[src/rtl/ula_pkg.sv]
// Shared constants and enums for the 2-bit ULA and its built-in self-test sequencer.
package ula_pkg;

  localparam int NBITS_OPER   = 2;
  localparam int NBITS_SELECT = 3;
  localparam int NBITS_RESULT = 2;
  localparam int NBITS_VEC    = NBITS_SELECT + 2 * NBITS_OPER;

  typedef enum logic [NBITS_SELECT-1:0] {
    AND  = 3'b000,
    OR   = 3'b001,
    ADD  = 3'b010,
    ZERO = 3'b011,
    ANDN = 3'b100,
    ORN  = 3'b101,
    SUB  = 3'b110,
    SLT  = 3'b111
  } ula_op_t;

  typedef enum logic [1:0] {
    IDLE   = 2'b00,
    DRIVE  = 2'b01,
    SAMPLE = 2'b10,
    DONE   = 2'b11
  } bist_state_t;

endpackage

[src/rtl/ula_ref_model.sv]
// Combinational golden model of the ULA: unsigned operands, results truncated
// to NBITS_RESULT.
module ula_ref_model
  import ula_pkg::*;
(
  input  logic [NBITS_SELECT-1:0] i_f,
  input  logic [NBITS_OPER-1:0]   i_a,
  input  logic [NBITS_OPER-1:0]   i_b,
  output logic [NBITS_RESULT-1:0] o_y
);

  ula_op_t w_op;

  assign w_op = ula_op_t'(i_f);

  always_comb begin
    o_y = '0;
    case (w_op)
      AND:  o_y = i_a & i_b;
      OR:   o_y = i_a | i_b;
      ADD:  o_y = i_a + i_b;
      ZERO: o_y = '0;
      ANDN: o_y = i_a & ~i_b;
      ORN:  o_y = i_a | ~i_b;
      SUB:  o_y = i_a - i_b;
      SLT:  o_y[0] = (i_a < i_b);
      default: o_y = '0;
    endcase
  end

endmodule

[src/rtl/ula_bist.sv]
// Self-test sequencer: sweeps all {F,A,B} vectors into the ULA and checks Y.
// Build option ULA_BIST_STOP_ON_FAIL_EN halts the sweep at the first mismatch.
//
// state  | meaning
// IDLE   | waiting for start after reset
// DRIVE  | current vector on alu_*, ULA settling
// SAMPLE | alu_y compared against the golden model
// DONE   | results valid; start re-launches a sweep
module ula_bist
  import ula_pkg::*;
#(
  parameter int NBITS_ERR = 8
)
(
  input  logic                    clk_2,
  input  logic                    reset,
  input  logic                    start,
  output logic [NBITS_SELECT-1:0] alu_f,
  output logic [NBITS_OPER-1:0]   alu_a,
  output logic [NBITS_OPER-1:0]   alu_b,
  input  logic [NBITS_RESULT-1:0] alu_y,
  output logic                    busy,
  output logic                    done,
  output logic                    pass,
  output logic [NBITS_ERR-1:0]    err_count,
  output logic [NBITS_VEC-1:0]    fail_vec
);

  bist_state_t r_state;
  bist_state_t w_state_nxt;

  logic [NBITS_VEC-1:0]    r_idx;
  logic [NBITS_ERR-1:0]    r_err;
  logic [NBITS_VEC-1:0]    r_fail_vec;
  logic [NBITS_RESULT-1:0] w_y_exp;
  logic                    w_mismatch;
  logic                    w_last;
  logic                    w_launch;

  ula_ref_model u_ref (
    .i_f (r_idx[NBITS_VEC-1 -: NBITS_SELECT]),
    .i_a (r_idx[2*NBITS_OPER-1 -: NBITS_OPER]),
    .i_b (r_idx[NBITS_OPER-1:0]),
    .o_y (w_y_exp)
  );

  assign w_mismatch = (r_state == SAMPLE) && (alu_y != w_y_exp);
  assign w_last     = (r_idx == '1);
  assign w_launch   = start && ((r_state == IDLE) || (r_state == DONE));

  always_comb begin
    w_state_nxt = r_state;
    case (r_state)
      IDLE:   if (start) w_state_nxt = DRIVE;
      DRIVE:  w_state_nxt = SAMPLE;
      SAMPLE: begin
`ifdef ULA_BIST_STOP_ON_FAIL_EN
        if (w_mismatch || w_last) w_state_nxt = DONE;
        else                      w_state_nxt = DRIVE;
`else
        if (w_last) w_state_nxt = DONE;
        else        w_state_nxt = DRIVE;
`endif
      end
      DONE:   if (start) w_state_nxt = DRIVE;
      default: w_state_nxt = IDLE;
    endcase
  end

  // The index only advances on SAMPLE->DRIVE, so in DONE the operands still
  // show the last vector driven (the failing one when stopping on a fail).
  always_ff @(posedge clk_2) begin
    if (reset) begin
      r_state    <= IDLE;
      r_idx      <= '0;
      r_err      <= '0;
      r_fail_vec <= '0;
    end else begin
      r_state <= w_state_nxt;
      if (w_launch) begin
        r_idx      <= '0;
        r_err      <= '0;
        r_fail_vec <= '0;
      end else if (r_state == SAMPLE) begin
        if (w_mismatch) begin
          if (r_err != '1) r_err <= r_err + 1'b1;
          if (r_err == '0) r_fail_vec <= r_idx;
        end
        if (w_state_nxt == DRIVE) r_idx <= r_idx + 1'b1;
      end
    end
  end

  assign alu_f     = r_idx[NBITS_VEC-1 -: NBITS_SELECT];
  assign alu_a     = r_idx[2*NBITS_OPER-1 -: NBITS_OPER];
  assign alu_b     = r_idx[NBITS_OPER-1:0];
  assign busy      = (r_state == DRIVE) || (r_state == SAMPLE);
  assign done      = (r_state == DONE);
  assign pass      = (r_state == DONE) && (r_err == '0);
  assign err_count = r_err;
  assign fail_vec  = r_fail_vec;

endmodule

[config.mk]
export PLATFORM = sky130hd
export DESIGN_NAME = ula_bist
export DESIGN_NICKNAME = d
export VERILOG_FILES = /design/src/rtl/ula_pkg.sv /design/src/rtl/ula_ref_model.sv /design/src/rtl/ula_bist.sv
export SDC_FILE = /design/constraint.sdc
export NUM_CORES = 1
export LEC_CHECK = 0
export BUFFER_PORTS_ARGS = -buffer_cell sky130_fd_sc_hd__buf_2
export CORE_ASPECT_RATIO = 0.6
export CORE_MARGIN = 4
export CORE_UTILIZATION = 35
export DETAILED_ROUTE_END_ITERATION = 8
export GPL_TIMING_DRIVEN = 0
export HOLD_SLACK_MARGIN = 0.03
export SYNTH_ARGS = -nofsm -noshare
export SYNTH_HDL_FRONTEND = slang
export SYNTH_SLANG_ARGS = --single-unit
[constraint.sdc]
create_clock -name clk_2 -period 6.5 [get_ports clk_2]
set_clock_uncertainty 0.15 [all_clocks]
set_input_delay 0 -clock clk_2 [delete_from_list [all_inputs] [get_ports clk_2]]
set_output_delay 0 -clock clk_2 [all_outputs]
set_load 0.02 [all_outputs]
Yosys cells after proc, flatten, opt, wreduce, memory -nomap -nowiden. Index checks and enable logic that the tools add are counted. Widths: inputs -> output; s select.

Bits in registers: 24. Latch bits: 0. Bits in writable memories: 0. ROM bits: 0. Input bits: 5. Output and inout port bits: 25. Logic and storage cells: 46. Memories: 0.

Add/sub/neg operators: 4. $mul: 0. Divide/modulo/power cells: 0. Order comparisons: 1. Equality and inequality tests: 14. Shift operators: 0. Muxes and demuxes: 5. Bitwise logic cells: 5. Reductions and logical operators: 13.

Operators by type and width (number): $eq 3x3->1 const B (4); $add 8x1->8 const B (1); $logic_not 8->1 (1); $ne 8x8->1 const B (1); $pmux 1 s8 (1); $add 7x1->7 const B (1); $eq 7x7->1 const B (1); $eq 3x2->1 const B (2); $pmux 1 s6 (1); $pmux 2 s3 (1); $reduce_and 3->1 (2); $and 2x2->2 (2); $eq 2x1->1 const B (2); $eq 2x2->1 const B (2); $mux 2 (2); $or 2x2->2 (2); $reduce_or 2->1 (2); $eq 3x1->1 const B (1); $logic_and 1x1->1 (3); $logic_not 3->1 (1); $add 2x2->2 (1); $logic_not 2->1 (1); $logic_or 1x1->1 (2); $lt 2x2->1 (1); 4 further kinds (4).

Longest topological paths before layout. Gate-level depths: netlist (run 1).

Depth in word-level cells: 6. Mapped depth: 10. Mapped depth without buffers: 9.

By module. From an unflattened synthesis (run 1), not the netlist that was laid out.

Cells, all modules: 170. Area total of the unflattened synthesis: 1452.6 µm².

Modules (own cells, without submodules): ula_bist (times used 1, cells an instance 142, area each 1197.4 µm², sequential area each 480.5 µm²); ula_ref_model (times used 1, cells an instance 28, area each 255.2 µm², sequential area each 0.0 µm²).

Worst setup path after synthesis (run 1). OpenSTA, ideal clock, no wires.

Path kind: register to register. Start: register r_idx[2]. End: register r_fail_vec[0] (netlist: fail_vec[0]). Setup time: 72 ps. Data arrival time: 2913 ps. Path slack: 3366 ps. Stages on the path, launching flop included: 11. Cell sequence: dfxtp_1 > inv_1 > ha_1 > fa_1 > and2_2 > mux4_2 > mux2i_1 > or3_2 > buf_2 > nand2_2 > mux2i_1.

Word-level cells in the longest chain between the ends: 5. Elaborated cells on any way between the ends: 12. Those cells by class: add/sub: 2; order compare: 1; eq/ne: 1; mux: 2; bitwise: 4; reduce/logical: 2.

RTL lines: start, declared (RTL line ula_bist.sv:32) `logic [NBITS_VEC-1:0] r_idx;`; start signal, assigned (RTL line ula_bist.sv:89) `if (w_state_nxt == DRIVE) r_idx <= r_idx + 1'b1;`; $sub 2x2->2 (tied with other cells) (RTL line ula_ref_model.sv:25) `SUB: o_y = i_a - i_b;`; $pmux 1 s8 / $pmux 1 s6 (equally long branches) (RTL line ula_ref_model.sv:18) `case (w_op)`; $ne 2x2->1 * (RTL line ula_bist.sv:47) `assign w_mismatch = (r_state == SAMPLE) && (alu_y != w_y_exp);`; $logic_and 1x1->1 * (RTL line ula_bist.sv:47); $reduce_and 3->1 (no line) *; end signal, assigned (RTL line ula_bist.sv:87) `if (r_err == '0) r_fail_vec <= r_idx;`; end, declared (RTL line ula_bist.sv:34) `logic [NBITS_VEC-1:0] r_fail_vec;`.

Mark *: on every way between the ends. The rest lies on a longest branch, timed or not. A chain may end at the register's enable or synchronous reset.

Worst setup path in the final report (run 1).
Start: register r_idx[2]. End: register r_fail_vec[1] (netlist: fail_vec[1]).

The elaborated chain is that of the path after synthesis.

==> results of run 1 <==
per-stage QoR:
stage / area (um2) / util
global route: 1742 / 0.4549
finish: 1742 / 0.4549
floorplan: 1453 / -
CTS: 1742 / 0.4549
global placement: 1657 / 0.4327
detailed placement: 1657 / 0.4327
cells in the mapped netlist, drive strengths merged (3+ instances only):
cell / count / share of area
or4: 3 / 0.016
nand4: 3 / 0.013
inv: 12 / 0.031
nand3: 6 / 0.021
ha: 14 / 0.12
o31ai: 3 / 0.016
nor2: 10 / 0.026
clkbuf: 6 / 0.016
nand2: 20 / 0.053
dfxtp: 24 / 0.33
mux2i: 11 / 0.076
xnor2: 4 / 0.024
a31oi: 4 / 0.017
and3: 6 / 0.026
and2: 3 / 0.014
a21oi: 8 / 0.028
nor3: 3 / 0.010
o21ai: 3 / 0.010
final cells by class:
class                      instances  area share
multi-input combinational        122      0.5101
sequential                        24      0.2759
timing repair buffer              32      0.1006
tap                               47     0.03376
clock buffer                       4     0.03161
inverter                          12     0.02586
buffer                             8     0.02227
power groups by stage:
stage / clock [mW] / sequential (mW) / combinational [mW]
after floorplan: 0 / 0.163 / 0.0592
after global placement: 0 / 0.163 / 0.0822
after detailed placement: 0 / 0.162 / 0.0826
after CTS: 0.104 / 0.159 / 0.0855
after global routing: 0.113 / 0.160 / 0.0947
final: 0.101 / 0.159 / 0.0851
logic make-up (layout without fill, tap and decap cells):
logic type      count (synthesis)  count (layout)  share of synthesized area
simple gates                   62              62                     0.2205
compound gates                 25              25                     0.1111
flops                          24              24                     0.3307
buf+inv                        20              56                    0.05770
fa+ha+maj                      15              15                     0.1344
mux                            14              14                     0.1094
xor+xnor                        6               6                    0.03618
flip-flops by register name, summed over array words and instances, names as in the netlist:
register / cells
err_count: 8
fail_vec: 7
r_idx: 7
r_state: 2
per-layer routing:
layer  global-route usage  part of all wire  vias to the layer above
met1               0.1876              0.52                      609
li1                     -                 -                      652
met4              0.04506             0.015                        0
met3              0.03243             0.068                        5
met5                    0                 0                        -
met2               0.1914              0.40                       40
worst max path at each step:
stage | endpoint | slack (ps)
finish | fail_vec[1]$_SDFFE_PP0P_ | 3150
global route | fail_vec[5]$_SDFFE_PP0P_ | 2970
CTS | fail_vec[1]$_SDFFE_PP0P_ | 3140
detailed placement | fail_vec[1]$_SDFFE_PP0P_ | 3160
global placement | fail_vec[4]$_SDFFE_PP0P_ | 3210
floorplan | fail_vec[0]$_SDFFE_PP0P_ | 3370
placed cells by master, fill, tap and decap left out, types with 6 or more instances in the layout:
cell type / instances
nand3_1: 6
nor2_1: 10
buf_2: 30
inv_1: 12
clkbuf_1: 6
and3_1: 6
mux2i_1: 11
ha_1: 14
nand2_1: 19
dfxtp_1: 24
a21oi_1: 8
timing repair:
item	4_1_cts	5_1_grt
hold buffers	3	0
setup buffers	0	0
hold endpoints to repair	5	0
tightest hold or removal path, delay by kind of cell:
family	cells	cell delay, ps
buf+inv	1	90
compound gates	2	230
simple gates	2	310
==> results.ini, run 1 <==
[outcome]
status = completed

[power_and_ir_drop]
leakagePower_nw = 0.8137
sw_frac_of_total = 0.3113
p_int_mw = 0.2373
ir_drop_uv = 134.4
power.switching_mw = 0.1073
p_comb_frac = 0.247
seqPwrFrac = 0.461
pwr-share-clk = 0.292
finalPower_mw = 0.3446
p_per_area_nw_per_um2 = 197.9

[synth]
synth_ff_type = dfxtp_1
mappedNetlistNets = 186
ys_async_sr_fraction = 0
yosysWarnings = 0
synthesis.area_um2 = 1453
syn_inst = 166
syn_avg_cell_area_um2 = 8.751
synth-edff-count = 0
ys_ff_latch = 24
synth_cell_types = 40
ys_seq_area_frac = 0.3307

[final_layout]
register_area_um2 = 480.5
area_delta_synth_final_pct = 19.90
drive_gt1_frac = 0.2129
fin_nets = 223
multi_input_area_um2 = 888.4
nFillCells = 378
fin_cells = 249
diodes = 0

[worst_setup_path]
cp_num_cells = 10
arrival_ps = 3400
path_buf_inv = 2
crit_fanout = 9
reg2reg_slack_ps = 3150
slowest_delay_ps = 490
cp-start-kind = flip-flop
r2r_start = r_idx[2]$_SDFFE_PP0P_
reg2reg_to = fail_vec[1]$_SDFFE_PP0P_
critPathTopFamily = multiplexers
cpMaxStageDelayCell = dfxtp_1
crit_type = reg -> reg
worstSetupStartpoint = r_idx[2]$_SDFFE_PP0P_
end_kind = flip-flop
critPathRequiredTime_ps = 6550
cpMostUsedCell = mux2i_1
rr_worst_depth = 10
crit_chain = inv_1 -> ha_1 -> fa_1 -> and2_2 -> mux4_2 -> mux2i_1 -> or3_2 -> buf_2 -> nand2_2 -> mux2i_1

[drt]
vias_per_cell = 5.245
wl_per_cell_um = 13.16
first_pass_iters = 4
wl_um = 3278
via_count = 1306
detail_route.iter0.violations = 69
drc = 0
drtAntennaViolNets = 0

[sta]
report.final.slew_viol_count = 0
fin_ws_ps = 3145
relSlewSlack = 0.5232
rsz0062_at_grt = false
whs_ps = 260.4
tightest_slew_ps = 709.8
setup_tns_ps = 0
setup_viol_count_final = 0
period_minus_slack_ps = 3355
period_share = 0.5161
fmax_mhz = 298.1
hold_viol_final = 0

[placed_design]
pre_cts_slack_ps = 3162
place.port_buffers = 29
placedCellCount = 242
gp_congestion = 0.7712
hpwlAfterDp_um = 2559

[global_route]
overflow = 0
grtUsageTotal = 0.1310
antenna_found_initial = 0
grt_pass1_wl_um = 5540
grt_pass1_vias = 1166
grt_max_degree = 14

[floorplan]
design.core.area_um2 = 3829
die_x_um = 91.17
pin_count = 30
die-area_um2 = 5279
rows = 17
die_h_um = 57.90
start_util = 0.3794

[cts]
cts_tree = built
cts_resized = 0
insertion_delay_ps = 260
cts-htree-levels = 1
clkTransAtPathRegs_ps = 80
cts_made_buffers = 3
clkSinkCount = 24
clock_path_buffers = 2
cts_root_buffer = clkbuf_8

[hold_path]
holdCritPathClass = in -> reg
holdPathStages = 5
holdPathEnd = err_count[0]$_SDFFE_PP0P_
hold_start = alu_y[1]

[flow_run]
max_cap_viol_count = 0

Note: power is estimated with default switching activity, not from simulation.
==> run 2, diff against run 1 <==
==> constraint.sdc (replaced) <==
create_clock -name clk_2 -period 3.2 [get_ports clk_2]
set_clock_uncertainty 0.15 [all_clocks]
set_input_delay 0 -clock clk_2 [delete_from_list [all_inputs] [get_ports clk_2]]
set_output_delay 0 -clock clk_2 [all_outputs]
set_load 0.02 [all_outputs]
==> run 2 against run 1 <==
Critical path depth decreased by 1. Sequential share of layout area about the same. Flip-flop and latch count unchanged. Global-route usage about the same. Non-clock buffer count decreased by 1. Setup slack got worse by 3000 ps. Combinational power increased by 110%. Count of clock-buffer cells in the layout unchanged. Utilization increased by 0.42 points. Critical endpoint is now err_count[4]$_SDFFE_PP0P_.
==> results.ini, run 2 (same netlist as run 1, synthesis figures left out) <==
[outcome]
status = completed  ; unchanged

[global_route]
met2_usage = 0.1925  ; was 0.1914
grt_pass1_wl_um = 5547  ; was 5540 um
overflow = 0  ; unchanged
grtUsageTotal = 0.1313  ; was 0.1310
grt_max_degree = 14  ; unchanged
met3_usage = 0.03243  ; unchanged
antenna_found_initial = 0  ; unchanged
grt_pass1_vias = 1166  ; unchanged
grt-busiest-layer = met2  ; unchanged
gr-usage-met1 = 0.1876  ; unchanged

[floorplan]
design.core.area_um2 = 3829  ; unchanged
rows = 17  ; unchanged
die-area_um2 = 5279  ; unchanged
die_x_um = 91.17  ; unchanged
pin_count = 30  ; unchanged
start_util = 0.3794  ; unchanged
die_h_um = 57.90  ; unchanged

[worst_setup_path]
path_buf_inv = 1  ; was 2
arrival_ps = 3080  ; was 3400 ps
rr_worst_depth = 9  ; was 10
critPathRequiredTime_ps = 3250  ; was 6550 ps
reg2reg_slack_ps = 170  ; was 3150 ps
critPathTopFamily = simple AND/OR/NAND/NOR gates  ; was multiplexers
slowest_delay_ps = 510  ; was 490 ps
crit_chain = inv_1 -> ha_1 -> fa_1 -> and2_2 -> mux4_2 -> mux2i_2 -> nor3_2 -> or4_1 -> a21oi_1  ; was inv_1 -> ha_1 -> fa_1 -> and2_2 -> mux4_2 -> mux2i_1 -> or3_2 -> buf_2 -> nand2_2 -> mux2i_1
crit_fanout = 8  ; was 9
cp-start-kind = flip-flop  ; unchanged
reg2reg_to = err_count[4]$_SDFFE_PP0P_  ; was fail_vec[1]$_SDFFE_PP0P_
endpoint = err_count[4]$_SDFFE_PP0P_  ; was fail_vec[1]$_SDFFE_PP0P_
crit_type = reg -> reg  ; unchanged
end_kind = flip-flop  ; unchanged
cp_num_cells = 9  ; was 10
cpMaxStageDelayCell = or4_1  ; was dfxtp_1
worstSetupStartpoint = r_idx[2]$_SDFFE_PP0P_  ; unchanged
r2r_start = r_idx[2]$_SDFFE_PP0P_  ; unchanged

[final_layout]
drive_gt1_frac = 0.2239  ; was 0.2129
final_common_cell = buf_2  ; unchanged
largest_reg_flops = 8  ; unchanged
nFillCells = 375  ; was 378
final_cell_mix = 29 x buf_2, 23 x dfxtp_1, 19 x nand2_1  ; was 30 x buf_2, 24 x dfxtp_1, 19 x nand2_1
diodes = 0  ; unchanged
fin_nets = 222  ; was 223
fin_area_um2 = 1758  ; was 1742 um2
area_delta_synth_final_pct = 21.02  ; was 19.90%
fin_cells = 248  ; was 249

[cts]
insertion_delay_ps = 260  ; about the same
cts-htree-levels = 1  ; unchanged
cts_tree = built  ; unchanged
cts_made_buffers = 3  ; unchanged
post_cts_buffers = 0  ; unchanged
clkTransAtPathRegs_ps = 80  ; about the same
cts_root_buffer = clkbuf_8  ; unchanged
clock_path_buffers = 2  ; unchanged
clkSinkCount = 24  ; unchanged

[drt]
vias_per_cell = 5.141  ; was 5.245
detail_route.iter0.violations = 80  ; was 69
drc = 0  ; unchanged
drtAntennaViolNets = 0  ; unchanged
first_pass_iters = 4  ; unchanged
via_count = 1275  ; was 1306
wl_um = 3296  ; was 3278 um
wl_per_cell_um = 13.29  ; was 13.16 um

[flow_run]
max_cap_viol_count = 0  ; unchanged

[sta]
period_share = 0.9471  ; was 0.5161
relSlewSlack = 0.5135  ; was 0.5232
tightest_slew_ps = 723.2  ; was 709.8 ps
setup_tns_ps = 0  ; unchanged
period_minus_slack_ps = 3031  ; was 3355 ps
report.final.slew_viol_count = 0  ; unchanged
rsz0062_at_grt = false  ; unchanged
fmax_mhz = 330.0  ; was 298.1 MHz
setup_viol_count_final = 0  ; unchanged
hold_viol_final = 0  ; unchanged

[power_and_ir_drop]
ir_drop_uv = 284.2  ; was 134.4 uV
p_per_area_nw_per_um2 = 400.9  ; was 197.9 nW/um2
leakagePower_nw = 0.8126  ; was 0.8137 nW

[placed_design]
hpwlAfterDp_um = 2559  ; unchanged
place.port_buffers = 29  ; unchanged
placed_cell_area_um2 = 1657  ; unchanged
gp_congestion = 0.7712  ; unchanged
placedCellCount = 242  ; unchanged

[hold_path]
holdCritPathClass = in -> reg  ; unchanged

[run 2: layout make-up]
type,count,area [um2],area share
repair buffers,32,175.2,0.09964
well taps,47,58.81,0.03345
plain buffers,7,33.78,0.01922
flip-flops and latches,24,484.2,0.2754
inverters,12,45.04,0.02562
clock buffers,4,55.05,0.03132
multi-input cells,122,905.9,0.5153
[run 2: through the flow]
stage / hold slack [ps] / setup slack (ps) / power, mW / utilization
4_1_cts: 266.2 / 31.35 / 0.7113 / 0.4565
3_5_place_dp: 63.88 / -138.1 / 0.4974 / 0.4327
6_report: 244.6 / 169.3 / 0.7047 / 0.4592
5_1_grt: 319.9 / 9.823 / 0.7516 / 0.4592
3_3_place_gp: 66.88 / -89.55 / 0.4974 / 0.4327
2_1_floorplan: -80.93 / 65.58 / 0.4506 / -
[run 2: what timing repair did]
| item | 4_1_cts | 5_1_grt |
|---|---|---|
| endpoints found under the hold margin | 5 | 0 |
| resized for setup | 2 | 4 |
| endpoints found under the setup margin | 13 | 13 |
| hold buffers | 3 | 0 |
[run 2: worst min-delay path by stage]
| stage | from | end | cells after the start |
|---|---|---|---|
| after global routing | reset | r_state[0]$_SDFF_PP0_ | 3 |
| after detailed placement | reset | r_state[1]$_SDFF_PP0_ | 2 |
| final | alu_y[1] | err_count[0]$_SDFFE_PP0P_ | 5 |
| after floorplan | reset | r_state[1]$_SDFF_PP0_ | 1 |
| after global placement | reset | r_state[1]$_SDFF_PP0_ | 2 |
| after CTS | alu_y[1] | err_count[0]$_SDFFE_PP0P_ | 5 |
[run 2: tightest hold or removal path, cell delays in order]
cell and delay (ps):
buf_2 90, and4_1 210, nor3_2 90, o21ai_0 160
a21oi_1 60
[run 2: metal layers]
layer / wire, um / part of all wire
met5: 0 / 0
met4: 48 / 0.015
met3: 192 / 0.058
met2: 1317 / 0.40
met1: 1736 / 0.53
[run 2: power breakdown]
part           leakage [nW]  total [mW]  switching, mW  internal, mW
Clock                0.0288       0.205         0.0951         0.110
Sequential            0.194       0.322         0.0143         0.308
Combinational         0.589       0.178          0.112        0.0659
Total                 0.813       0.705          0.221         0.484
==> run 3, diff against run 2 <==
--- a/config.mk
+++ b/config.mk
@@ -7,11 +7,12 @@
 export LEC_CHECK = 0
 export BUFFER_PORTS_ARGS = -buffer_cell sky130_fd_sc_hd__buf_2
 export CORE_ASPECT_RATIO = 0.6
-export CORE_MARGIN = 4
+export CORE_MARGIN = 2
 export CORE_UTILIZATION = 35
 export DETAILED_ROUTE_END_ITERATION = 8
 export GPL_TIMING_DRIVEN = 0
 export HOLD_SLACK_MARGIN = 0.03
+export RECOVER_POWER = 25
 export SYNTH_ARGS = -nofsm -noshare
 export SYNTH_HDL_FRONTEND = slang
 export SYNTH_SLANG_ARGS = --single-unit
==> constraint.sdc (replaced) <==
create_clock -name clk_2 -period 3.5 [get_ports clk_2]
set_clock_uncertainty 0.15 [all_clocks]
set_input_delay 0 -clock clk_2 [delete_from_list [all_inputs] [get_ports clk_2]]
set_output_delay 0 -clock clk_2 [all_outputs]
set_load 0.02 [all_outputs]
==> run 3 against run 2 <==
Non-clock buffer count grew 1. Critical path depth rose by 1. Hold slack improved by 3.5 ps. Flip-flop and latch count did not move. Via count up 0.31%. Final cell count increased by 1.6%. Cell area is 1.3% lower. Global-route usage up 1.6 points. Register-to-register slack improved by 30 ps.
==> results.ini, run 3 (same netlist as run 1, synthesis figures left out) <==
[sta]
report.final.slew_viol_count = 0  ; unchanged
fin_ws_ps = 196.9  ; was 169.3 ps
setup_viol_count_final = 0  ; unchanged
period_share = 0.9437  ; was 0.9471
rsz0062_at_grt = false  ; unchanged
tightest_slew_ps = 654.9  ; was 723.2 ps
period_minus_slack_ps = 3303  ; was 3031 ps
setup_tns_ps = 0  ; unchanged
fmax_mhz = 302.7  ; was 330.0 MHz
hold_viol_final = 0  ; unchanged
relSlewSlack = 0.5634  ; was 0.5135
whs_ps = 248.1  ; was 244.6 ps

[final_layout]
largest_reg_flops = 8  ; unchanged
area_delta_synth_final_pct = 19.47  ; was 21.02%
fin_nets = 223  ; was 222
diodes = 0  ; unchanged
final_cell_mix = 24 x dfxtp_1, 19 x nand2_1, 18 x clkbuf_1, 18 x buf_2, 14 x ha_1  ; was 29 x buf_2, 23 x dfxtp_1, 19 x nand2_1
drive_gt1_frac = 0.1584  ; was 0.2239
final_common_cell = dfxtp_1  ; was buf_2

[power_and_ir_drop]
p_comb_frac = 0.246  ; was 0.252
seqPwrFrac = 0.462  ; was 0.457
sw_frac_of_total = 0.3121  ; was 0.3137
leakagePower_nw = 0.7619  ; was 0.8126 nW
power.switching_mw = 0.2000  ; was 0.2211 mW
pwr-share-clk = 0.293  ; was 0.291
ir_drop_uv = 157.0  ; was 284.2 uV
p_int_mw = 0.4408  ; was 0.4836 mW
p_per_area_nw_per_um2 = 369.3  ; was 400.9 nW/um2

[worst_setup_path]
reg2reg_to = fail_vec[1]$_SDFFE_PP0P_  ; was err_count[4]$_SDFFE_PP0P_
rr_worst_depth = 10  ; was 9
critPathRequiredTime_ps = 3550  ; was 3250 ps
crit_type = reg -> reg  ; unchanged
end_kind = flip-flop  ; unchanged
reg2reg_slack_ps = 200  ; was 170 ps
crit_fanout = 9  ; was 8
arrival_ps = 3350  ; was 3080 ps
cp-start-kind = flip-flop  ; unchanged
r2r_start = r_idx[2]$_SDFFE_PP0P_  ; unchanged
worstSetupStartpoint = r_idx[2]$_SDFFE_PP0P_  ; unchanged
endpoint = fail_vec[1]$_SDFFE_PP0P_  ; was err_count[4]$_SDFFE_PP0P_

[global_route]
grt_pass1_vias = 1072  ; was 1166
antenna_found_initial = 0  ; unchanged
overflow = 0  ; unchanged
grtUsageTotal = 0.1473  ; was 0.1313
grt_pass1_wl_um = 5264  ; was 5547 um
grt_max_degree = 14  ; unchanged

[cts]
clkSinkCount = 24  ; unchanged
cts_root_buffer = clkbuf_8  ; unchanged
post_cts_buffers = 0  ; unchanged
cts_tree = built  ; unchanged
cts_made_buffers = 3  ; unchanged
clock_path_buffers = 2  ; unchanged
cts-htree-levels = 1  ; unchanged
clkTransAtPathRegs_ps = 80  ; about the same
insertion_delay_ps = 270  ; was 260 ps

[drt]
drtAntennaViolNets = 0  ; unchanged
first_pass_iters = 4  ; unchanged
vias_per_cell = 5.075  ; was 5.141
drc = 0  ; unchanged
via_count = 1279  ; was 1275
wl_um = 3278  ; was 3296 um
detail_route.iter0.violations = 59  ; was 80
wl_per_cell_um = 13.01  ; was 13.29 um

[floorplan]
die-area_um2 = 4698  ; was 5279 um2
die_h_um = 53.90  ; was 57.90 um
die_x_um = 87.17  ; was 91.17 um
pin_count = 30  ; unchanged
start_util = 0.3583  ; was 0.3794
rows = 18  ; was 17
design.core.area_um2 = 4054  ; was 3829 um2

[placed_design]
gp_congestion = 0.8007  ; was 0.7712
pre_cts_slack_ps = 256.0  ; was -138.1 ps
hpwlAfterDp_um = 2510  ; was 2559 um
place.port_buffers = 29  ; unchanged

[outcome]
status = completed  ; unchanged

[hold_path]
holdCritPathClass = in -> reg  ; unchanged

[flow_run]
max_cap_viol_count = 0  ; unchanged

## run 3: what timing repair did
action	4_1_cts	5_1_grt
resized for setup	0	1
setup endpoints to repair	0	1
hold buffers	3	0
endpoints found under the hold margin	8	0
## run 3: worst max-delay path, stage by stage, from the launching register on
cell     delay, ps
dfxtp_1        480
inv_1          160
ha_1           260
fa_1           350
and2_2         190
mux4_2         460
mux2i_1        160
or3_2          410
buf_2          190
nand2_2        210
mux2i_1        210
## run 3: per-stage QoR
| step | power [mW] | instance area (um2) | util | cells |
|---|---|---|---|---|
| 2_1_floorplan | 0.4120 | 1453 | - | 166 |
| 3_3_place_gp | 0.4546 | 1660 | 0.4096 | 245 |
| 3_5_place_dp | 0.4547 | 1660 | 0.4096 | 245 |
| 4_1_cts | 0.6486 | 1745 | 0.4306 | 252 |
| 5_1_grt | 0.6798 | 1735 | 0.4281 | 252 |
| 6_report | 0.6409 | 1735 | 0.4281 | 252 |
## run 3: worst min path at each step
| stage | start | endpoint | cells past startpoint | slack [ps] |
|---|---|---|---|---|
| after floorplan | reset | r_state[1]$_SDFF_PP0_ | 1 | -80 |
| after global placement | reset | r_state[1]$_SDFF_PP0_ | 2 | 70 |
| after detailed placement | reset | r_state[1]$_SDFF_PP0_ | 2 | 60 |
| after CTS | alu_y[1] | err_count[1]$_SDFFE_PP0P_ | 5 | 270 |
| after global routing | alu_y[1] | err_count[0]$_SDFFE_PP0P_ | 5 | 290 |
| final | alu_y[1] | err_count[1]$_SDFFE_PP0P_ | 5 | 250 |
## run 3: layer usage
layer | part of all wire | track usage | vias to the layer above | wire length (um)
met5 | 0 | 0 | - | 0
met4 | 0.0067 | 0.03077 | 0 | 22
met3 | 0.067 | 0.03681 | 4 | 218
met2 | 0.38 | 0.1985 | 35 | 1247
met1 | 0.55 | 0.2312 | 589 | 1790
li1 | - | - | 651 | -
## run 3: layout make-up
type,instances,area (um2)
sequential,24,480.5
buffer,8,38.79
inverter,12,45.04
multi-input combinational,122,893.4
clock buffer,4,55.05
tap,50,62.56
fill,426,2318
timing repair buffer,32,160.2
## run 3: power groups by stage
stage	clock, mW	sequential (mW)	combinational, mW
finish	0.188	0.296	0.157
global route	0.203	0.297	0.180
global placement	0	0.302	0.153
floorplan	0	0.302	0.110
CTS	0.195	0.296	0.158
detailed placement	0	0.302	0.152
